`src/rtl/decode_stage_pkg.sv`:
```
// Shared pipeline definitions: widths, MIPS opcode constants and the bypass bundle
// that every producer stage (EX/MEM/WB) presents to ID.
package decode_stage_pkg;

  localparam int DATA_WIDTH = 32;
  localparam int ADDR_WIDTH = 5;

  localparam logic [5:0] OP_SPECIAL = 6'h00;
  localparam logic [5:0] OP_J       = 6'h02;
  localparam logic [5:0] OP_JAL     = 6'h03;
  localparam logic [5:0] OP_BEQ     = 6'h04;
  localparam logic [5:0] OP_BNE     = 6'h05;
  // Stores occupy opcodes 6'b101xxx.
  localparam logic [5:0] OP_STORE_MASK  = 6'b111000;
  localparam logic [5:0] OP_STORE_MATCH = 6'b101000;

  localparam logic [ADDR_WIDTH-1:0] REG_RA = 5'd31;

  typedef struct packed {
    logic                  valid;
    logic                  wen;
    logic [ADDR_WIDTH-1:0] waddr;
    logic [DATA_WIDTH-1:0] wdata;
  } bypass_t;

  function automatic logic is_store(input logic [5:0] op);
    return (op & OP_STORE_MASK) == OP_STORE_MATCH;
  endfunction

endpackage

```
`src/rtl/decode_stage_fwd.sv`:
```
// Operand resolver for one source register: picks the youngest in-flight producer
// (EX > MEM > WB > register file) and flags results that are not ready yet.
module fwd_mux
  import decode_stage_pkg::*;
(
  input  logic [ADDR_WIDTH-1:0] raddr,
  input  logic                  uses,
  input  bypass_t               es,
  input  logic                  es_is_load,
  input  bypass_t               ms,
  input  logic                  ms_data_ok,
  input  bypass_t               ws,
  input  logic [DATA_WIDTH-1:0] rf_rdata,
  output logic [DATA_WIDTH-1:0] value,
  output logic                  hazard
);

  logic nonzero;
  logic es_hit;
  logic ms_hit;
  logic ws_hit;

  assign nonzero = (raddr != '0);
  assign es_hit  = es.valid && es.wen && (es.waddr == raddr) && nonzero;
  assign ms_hit  = ms.valid && ms.wen && (ms.waddr == raddr) && nonzero;
  assign ws_hit  = ws.valid && ws.wen && (ws.waddr == raddr) && nonzero;

  always_comb begin
    value = rf_rdata;
    if (!nonzero)    value = '0;
    else if (es_hit) value = es.wdata;
    else if (ms_hit) value = ms.wdata;
    else if (ws_hit) value = ws.wdata;
  end

  // A pending MEM load only matters when no younger EX write shadows it.
  assign hazard = uses && ((es_hit && es_is_load) || (!es_hit && ms_hit && !ms_data_ok));

endmodule

```
`src/rtl/decode_stage.sv`:
```
// ID stage: IF/ID register, instruction decode, operand forwarding and load-use stall.
// Handshake: a transfer to EX happens on a posedge where ds_to_es_valid && es_allowin.
module decode_stage #(
  parameter int DATA_WIDTH = decode_stage_pkg::DATA_WIDTH,
  parameter int ADDR_WIDTH = decode_stage_pkg::ADDR_WIDTH
) (
  input  logic                  clk,
  input  logic                  resetn,
  input  logic                  flush,
  input  logic                  fs_to_ds_valid,
  input  logic [DATA_WIDTH-1:0] fs_pc,
  input  logic [DATA_WIDTH-1:0] fs_inst,
  output logic                  ds_allowin,
  output logic [ADDR_WIDTH-1:0] rf_raddr1,
  output logic [ADDR_WIDTH-1:0] rf_raddr2,
  input  logic [DATA_WIDTH-1:0] rf_rdata1,
  input  logic [DATA_WIDTH-1:0] rf_rdata2,
  input  logic                  es_valid,
  input  logic                  es_wen,
  input  logic                  es_is_load,
  input  logic [ADDR_WIDTH-1:0] es_waddr,
  input  logic [DATA_WIDTH-1:0] es_wdata,
  input  logic                  ms_valid,
  input  logic                  ms_wen,
  input  logic                  ms_data_ok,
  input  logic [ADDR_WIDTH-1:0] ms_waddr,
  input  logic [DATA_WIDTH-1:0] ms_wdata,
  input  logic                  ws_valid,
  input  logic                  ws_wen,
  input  logic [ADDR_WIDTH-1:0] ws_waddr,
  input  logic [DATA_WIDTH-1:0] ws_wdata,
  input  logic                  es_allowin,
  output logic                  ds_to_es_valid,
  output logic [DATA_WIDTH-1:0] ds_pc,
  output logic [DATA_WIDTH-1:0] ds_inst,
  output logic [DATA_WIDTH-1:0] ds_src1,
  output logic [DATA_WIDTH-1:0] ds_src2,
  output logic [DATA_WIDTH-1:0] ds_imm,
  output logic [ADDR_WIDTH-1:0] ds_dest
);

  import decode_stage_pkg::*;

  logic       ds_valid;
  logic       ds_ready_go;
  logic       stall;
  logic       haz_rs;
  logic       haz_rt;
  logic       uses_rs;
  logic       uses_rt;
  logic [5:0] op;
  bypass_t    es_byp;
  bypass_t    ms_byp;
  bypass_t    ws_byp;

  always_ff @(posedge clk) begin
    if (!resetn) begin
      ds_valid <= 1'b0;
      ds_pc    <= '0;
      ds_inst  <= '0;
    end else if (flush) begin
      ds_valid <= 1'b0;
    end else if (ds_allowin) begin
      ds_valid <= fs_to_ds_valid;
      if (fs_to_ds_valid) begin
        ds_pc   <= fs_pc;
        ds_inst <= fs_inst;
      end
    end
  end

  assign op        = ds_inst[31:26];
  assign rf_raddr1 = ds_inst[25:21];
  assign rf_raddr2 = ds_inst[20:16];
  assign ds_imm    = {{(DATA_WIDTH-16){ds_inst[15]}}, ds_inst[15:0]};

  assign uses_rs = !((op == OP_J) || (op == OP_JAL));
  assign uses_rt = (op == OP_SPECIAL) || (op == OP_BEQ) || (op == OP_BNE) || is_store(op);

  always_comb begin
    ds_dest = ds_inst[20:16];
    if (op == OP_SPECIAL)                                    ds_dest = ds_inst[15:11];
    else if (op == OP_JAL)                                   ds_dest = REG_RA;
    else if (is_store(op) || op == OP_BEQ || op == OP_BNE)   ds_dest = '0;
  end

  assign es_byp = '{valid: es_valid, wen: es_wen, waddr: es_waddr, wdata: es_wdata};
  assign ms_byp = '{valid: ms_valid, wen: ms_wen, waddr: ms_waddr, wdata: ms_wdata};
  assign ws_byp = '{valid: ws_valid, wen: ws_wen, waddr: ws_waddr, wdata: ws_wdata};

  fwd_mux u_fwd_rs (
    .raddr      (rf_raddr1),
    .uses       (uses_rs),
    .es         (es_byp),
    .es_is_load (es_is_load),
    .ms         (ms_byp),
    .ms_data_ok (ms_data_ok),
    .ws         (ws_byp),
    .rf_rdata   (rf_rdata1),
    .value      (ds_src1),
    .hazard     (haz_rs)
  );

  fwd_mux u_fwd_rt (
    .raddr      (rf_raddr2),
    .uses       (uses_rt),
    .es         (es_byp),
    .es_is_load (es_is_load),
    .ms         (ms_byp),
    .ms_data_ok (ms_data_ok),
    .ws         (ws_byp),
    .rf_rdata   (rf_rdata2),
    .value      (ds_src2),
    .hazard     (haz_rt)
  );

  assign stall          = haz_rs || haz_rt;
  assign ds_ready_go    = !stall;
  assign ds_allowin     = !ds_valid || (ds_ready_go && es_allowin);
  assign ds_to_es_valid = ds_valid && ds_ready_go && !flush;

endmodule

```
`config.mk`:
```
export PLATFORM = sky130hd
export DESIGN_NAME = decode_stage
export DESIGN_NICKNAME = d
export VERILOG_FILES = /design/src/rtl/decode_stage_pkg.sv /design/src/rtl/decode_stage_fwd.sv /design/src/rtl/decode_stage.sv
export SDC_FILE = /design/constraint.sdc
export NUM_CORES = 1
export LEC_CHECK = 0
export CAP_MARGIN = 20
export CORE_AREA = 2 2 167 169
export CTS_CLUSTER_SIZE = 40
export DETAILED_ROUTE_END_ITERATION = 10
export DIE_AREA = 0 0 169 171
export GPL_TIMING_DRIVEN = 0
export PLACE_DENSITY = 0.56
export SYNTH_ARGS = -nofsm -noshare
export SYNTH_HDL_FRONTEND = slang
export SYNTH_SLANG_ARGS = --single-unit
```
`constraint.sdc`:
```
create_clock -name clk -period 6.8 [get_ports clk]
set_clock_uncertainty 0.1 [all_clocks]
set_input_delay 0.68 -clock clk [delete_from_list [all_inputs] [get_ports clk]]
set_output_delay 0.68 -clock clk [all_outputs]
set_load 0.03 [all_outputs]
```
==> results.json, run 1 <==
{
  "status": "finished clean",
  "hp-start": "ds_pc[18]",
  "dp_slack_ns": 1.91,
  "holdPathStages": 2,
  "postCtsSetupBuffers": 0,
  "post-dp-hpwl_um": 27100,
  "p_per_area_nw_per_um2": 157,
  "hold_viol": 0,
  "drc": 0,
  "seqPwrFrac": 0.241,
  "cp_top_family": "buffers and inverters",
  "ir_worst_vdd_v": 0.000150,
  "via_per_inst": 4.97,
  "die_h_um": 171,
  "critical_path_buf_inv_count": 4,
  "finalMaxSlewViolations": 0,
  "cts_resized": 0,
  "path_cells": "clkdlybuf4s50_1 > and2_0 > nand4_1 > or3_1 > clkbuf_1 > clkbuf_1 > a311oi_1 > a21oi_1 > nor2_1 > clkdlybuf4s50_1",
  "drv_cap": 0,
  "grt_max_degree": 21,
  "ant_nets": 0,
  "wl_um": 33800,
  "holdCritPathClass": "flip-flop to flip-flop",
  "dp.cells": 1611,
  "crit_fanout": 10,
  "fmax_mhz": 209,
  "rsz0062_at_grt": "false",
  "dieArea_um2": 28900,
  "power_frac_clock": 0.316,
  "min_period_over_period": 0.705,
  "drive_above_1_share": 0.0703,
  "synth_nets": 1090,
  "cts_sinks": 65,
  "ff2ff_setup_slack_ns": 3.89,
  "post-route-cell-area_um2": 11200,
  "io_buffers": 427,
  "ctsLongestPathBuffers": 2,
  "tns_ns": 0,
  "reg2reg_depth": 8,
  "grt_pass1_vias": 8116,
  "grtUsageTotal": 0.219,
  "worstPathArrival_ns": 4.01,
  "setup_viol": 0,
  "overflow": 0,
  "intPower_mw": 1.13,
  "synth-seq-area-share": 0.213,
  "fillCellCount": 2839,
  "r2r_end": "ds_inst[3]",
  "antenna_found_initial": 1,
  "num_io_pins": 429,
  "crit_required_ns": 6.02,
  "slowest_delay_ns": 0.69,
  "comb_power_share": 0.443,
  "start_util": 0.224,
  "cts_max_level": 3,
  "synth_area_um2": 6110,
  "ys_types": 45,
  "endpoint_kind": "output pin",
  "slew-limit-headroom": 0.334,
  "wl_per_cell_um": 20.7,
  "p_sw_uw": 624,
  "switching_share": 0.356,
  "synth.largest_area_cell": "dfxtp_1",
  "fin_nets": 1528,
  "synth_ff_type": "dfxtp_1",
  "numCtsBuffers": 9,
  "fin_crit_ns": 4.79,
  "clock-root-buffer": "clkbuf_16",
  "avgSynthCellArea_um2": 7.29,
  "critPathLaunchType": "input port",
  "drt_iter0_markers": 521,
  "tightest_slew_ns": 0.995,
  "area_growth_pct": 82.9,
  "crit_type": "input port to output pin",
  "core_um2": 27300,
  "place_area_um2": 10800,
  "synth_top_area_frac": 0.213,
  "holdPathEnd": "ds_pc[18]",
  "ys.warnings.count": 0,
  "placementRows": 61,
  "cts.reportedPaths.clkPinSlew_ns": 0.06,
  "netlist_top_cells_area": "dfxtp_1 21%, mux2i_1 16%, nand2_1 10%",
  "ys_ff_latch": 65,
  "power_leakage_nw": 4.02,
  "timing.hold.ws_ns": 0.359,
  "cts_tree": "done",
  "clock_latency_ns": 0.33,
  "reg2reg_from": "ds_inst[24]",
  "vias": 8088,
  "syn_inst": 838,
  "grt_pass1_wl_um": 48700,
  "holdBufCountCts": 0,
  "slowest_stage": "clkdlybuf4s50_1",
  "fin_ws_ns": 2.01,
  "async_flop_share": 0,
  "gp_congestion": 0.908,
  "die_w_um": 169,
  "final_cells": 1628,
  "synth-edff-count": 0,
  "drt_pre_antenna_iters": 5
}
[power by group through the flow]
stage | clock, mW | sequential, mW | combinational (mW)
after floorplan | 0 | 0.462 | 0.345
after global placement | 0 | 0.430 | 0.774
after detailed placement | 0 | 0.430 | 0.774
after CTS | 0.567 | 0.423 | 0.779
after global routing | 0.580 | 0.425 | 0.819
final | 0.555 | 0.422 | 0.777
[metrics by stage]
step	util	total power [mW]
floorplan	-	0.807
global placement	0.396	1.20
detailed placement	0.396	1.20
CTS	0.409	1.77
global route	0.409	1.82
finish	0.409	1.75
[Yosys cell counts (2+ instances only)]
| library cell | n |
|---|---|
| a21oi_1 | 65 |
| a211o_1 | 33 |
| a311oi_1 | 32 |
| nand2_1 | 167 |
| a31oi_1 | 2 |
| buf_1 | 3 |
| xnor2_1 | 19 |
| inv_1 | 5 |
| a221o_1 | 5 |
| nand2b_1 | 3 |
| nor4bb_1 | 2 |
| buf_2 | 18 |
| nand3_1 | 2 |
| xor2_1 | 9 |
| dfxtp_1 | 65 |
| nor4_1 | 36 |
| buf_4 | 42 |
| o31ai_1 | 32 |
| nor2_1 | 73 |
| nand4_1 | 36 |
| buf_12 | 6 |
| mux2i_1 | 97 |
| clkbuf_1 | 64 |
[worst register-to-register path: cells and delay by family (launching register included)]
kind	cells	cell delay [ns]
AOI/OAI and AO/OA	1	0.33
xor gates and xnor gates	1	0.13
buffers and inverters	2	0.32
DFF	1	0.60
muxes	2	0.39
and+or+nand+nor	2	0.97
[kinds of logic after synthesis]
| kind of cell | after synthesis | share of synthesized area |
|---|---|---|
| buffers and inverters | 139 | 0.133 |
| xor gates and xnor gates | 28 | 0.0401 |
| DFF | 65 | 0.213 |
| and+or+nand+nor | 333 | 0.247 |
| AOI/OAI and AO/OA | 175 | 0.205 |
| muxes | 98 | 0.161 |
[area by class of cell]
type | count | area [um^2] | share of cell area
repair buffers | 427 | 4270 | 0.383
multi-input cells | 634 | 4000 | 0.358
flip-flops and latches | 65 | 1300 | 0.116
plain buffers | 134 | 792 | 0.0709
well taps | 346 | 433 | 0.0388
clock buffers | 10 | 239 | 0.0214
clock inverters | 6 | 114 | 0.0102
inverters | 5 | 18.8 | 0.00168
diodes | 1 | 2.50 | 0.000224
[layout by cell type, fill, tap and decap left out, types with 2 or more instances in the layout]
cell type,instances
a211o_1,33
a21oi_1,65
a221o_1,5
a311oi_1,32
a31oi_1,2
buf_1,3
buf_12,6
buf_2,18
buf_4,42
bufinv_16,3
clkbuf_1,64
clkbuf_16,9
clkdlybuf4s50_1,427
clkinvlp_4,2
dfxtp_1,65
inv_1,5
mux2i_1,97
nand2_1,167
nand2b_1,3
nand3_1,2
nand4_1,36
nor2_1,73
nor4_1,36
nor4bb_1,2
o31ai_1,32
xnor2_1,19
xor2_1,9
[worst max-delay path by stage]
stage	from	to	slack (ns)	depth (start not counted)
4_1_cts	es_waddr[1]	ds_src1[12]	1.90	9
3_5_place_dp	es_waddr[1]	ds_src1[12]	1.91	9
5_1_grt	es_waddr[1]	ds_src2[31]	1.71	8
2_1_floorplan	ds_inst[17]	ds_to_es_valid	3.43	7
3_3_place_gp	es_waddr[2]	ds_src1[31]	1.88	9
6_report	ms_valid	ds_src2[7]	2.01	10
[registers in the layout, indices dropped and copies added, names as in the netlist]
| register | cells |
|---|---|
| ds_inst | 32 |
| ds_valid | 1 |
| ds_pc | 32 |
[metal layers]
metal	part of all wire	global-route usage
met2	0.50	0.409
met4	0.030	0.0717
met3	0.088	0.0571
met1	0.38	0.240
met5	0	0
Power figures use the tool's default switching activity.
==> run 2, diff against run 1 <==
CORE_AREA = 2 2 166 168   (was 2 2 167 169)
DIE_AREA = 0 0 168 170   (was 0 0 169 171)
PLACE_DENSITY = 0.59   (was 0.56)
clock period = 3.85 ns   (was 6.8 ns; I/O delays follow)
==> results.json, run 2 (same netlist as run 1, synthesis figures left out) <==
{
  "p_per_area_nw_per_um2": 262,
  "ant_nets": 0,
  "post-dp-hpwl_um": 27600,
  "overflow": 0,
  "via_per_inst": 4.98,
  "fin_nets": 1531,
  "core_um2": 26700,
  "gp_congestion": 0.900,
  "ir_worst_vdd_v": 0.000253,
  "placementRows": 60,
  "drt_iter0_markers": 604,
  "tns_ns": 0,
  "clock-root-buffer": "clkbuf_16",
  "fmax_mhz": 268,
  "fin_crit_ns": 3.74,
  "drive_above_1_share": 0.0966,
  "dieArea_um2": 28600,
  "reg2reg_depth": 10,
  "antenna_found_initial": 7,
  "area_growth_pct": 82.5,
  "crit_type": "flip-flop to output pin",
  "reg_top3": "ds_inst (32), ds_pc (32), ds_valid (1)",
  "layout_commonest_cell": "clkdlybuf4s50_1",
  "min_period_over_period": 0.970,
  "cts_max_level": 3,
  "drc": 0,
  "holdPathStages": 2,
  "endpoint_kind": "output pin",
  "ff2ff_setup_slack_ns": 0.91,
  "cts_sinks": 65,
  "io_buffers": 427,
  "ctsLongestPathBuffers": 2,
  "r2r_end": "ds_inst[17]",
  "grt_max_degree": 21,
  "wl_per_cell_um": 21.0,
  "place_area_um2": 10800,
  "vias": 8105,
  "drt_pre_antenna_iters": 5,
  "setup_viol": 0,
  "crit_required_ns": 3.37,
  "num_io_pins": 429,
  "drv_cap": 0,
  "die_h_um": 170,
  "wl_um": 34100,
  "clock_latency_ns": 0.33,
  "grt_pass1_wl_um": 49800,
  "layout_common_cells": "364 x clkdlybuf4s50_1, 166 x nand2_1, 97 x mux2i_1",
  "holdCritPathClass": "flip-flop to flip-flop",
  "slew-limit-headroom": 0.410,
  "numCtsBuffers": 9,
  "cts.reportedPaths.clkPinSlew_ns": 0.06,
  "tightest_slew_ns": 0.876,
  "post-route-cell-area_um2": 11100,
  "hold_viol": 0,
  "critPathLaunchType": "flip-flop",
  "total_power_mw": 2.93,
  "grtUsageTotal": 0.228,
  "reg2reg_from": "ds_inst[17]",
  "holdPathEnd": "ds_pc[31]",
  "rsz0062_at_grt": "false",
  "finalMaxSlewViolations": 0,
  "power_leakage_nw": 4.34,
  "grt_pass1_vias": 8117,
  "status": "finished clean",
  "fillCellCount": 2778,
  "worstPathArrival_ns": 3.25,
  "hp-start": "ds_pc[31]",
  "start_util": 0.229,
  "cts_tree": "done",
  "die_w_um": 168,
  "crit_fanout": 10
}
==> run 2: cell types whose count changed in the layout (fill, tap and decap cells not counted), sizes merged <==
cell           delta
clkbuf            +4
dlymetal6s2s      +6
diode             +2
clkdlybuf4s15    +10
dlygate4sd2      +42
clkinvlp          -2
clkdlybuf4s50    -63
clkinv            +4
bufinv            -2
buf               +4
==> run 2: area by class of cell <==
cell class                      count  area (um^2)  share of cell area
Timing Repair Buffer              430         4230               0.380
Multi-Input combinational cell    634         4040               0.362
Sequential cell                    65         1300               0.117
Buffer                            134          815              0.0731
Tap cell                          341          427              0.0383
Clock buffer                       10          239              0.0214
Clock inverter                      6         66.3             0.00595
Inverter                            5         18.8             0.00168
Antenna cell                        3         7.51            0.000673
==> run 2: worst max path at each step <==
stage | endpoint | slack [ns] | cells after the start | from
after floorplan | ds_to_es_valid | 0.78 | 7 | ds_inst[17]
after global placement | ds_src1[31] | -0.31 | 8 | es_valid
after detailed placement | ds_src1[31] | -0.30 | 9 | es_waddr[0]
after CTS | ds_src2[12] | 0.003 | 11 | ds_inst[18]
after global routing | ds_src2[4] | 0.003 | 11 | ds_inst[18]
final | ds_src1[25] | 0.11 | 9 | ds_inst[22]
==> run 2: critical path, cell delays in order (launching register included) <==
cell	delay (ns)
dfxtp_1	0.43
or4_4	0.59
nor2_4	0.22
nand4b_1	0.13
buf_2	0.26
buf_2	0.30
nor2_1	0.06
a211o_1	0.29
a21oi_1	0.22
clkdlybuf4s15_1	0.40
==> run 2: per-stage QoR <==
stage	std cells	worst slack, ns	utilization	hold slack, ns
2_1_floorplan	838	0.779	-	0.427
3_3_place_gp	1606	-0.313	0.406	0.342
4_1_cts	1625	0.00279	0.417	0.361
3_5_place_dp	1606	-0.304	0.406	0.346
5_1_grt	1626	0.00320	0.418	0.380
6_report	1628	0.115	0.418	0.362
==> run 2: power breakdown <==
| group | switching, mW | total [mW] | internal, mW |
|---|---|---|---|
| registers | 0.0375 | 0.746 | 0.709 |
| logic | 0.733 | 1.33 | 0.601 |
| clock network | 0.326 | 0.847 | 0.521 |
| total | 1.10 | 2.93 | 1.83 |
==> run 2: layer usage <==
layer	global-route usage	share of wire
met4	0.0692	0.024
met3	0.0633	0.078
met5	0	0.0021
met2	0.419	0.50
met1	0.256	0.40
==> run 2: what timing repair did <==
item                                    in CTS  in global routing
hold buffers                                 0                  0
buffers inserted                             3                  0
gates resized for setup                     76                 38
endpoints found under the setup margin      64                 30
pin swaps                                    2                  0
==> run 3, diff against run 2 <==
CAP_MARGIN = default   (was 20)
==> results of run 3 <==
The final DEF is identical to that of run 2; final timing and power are the same.
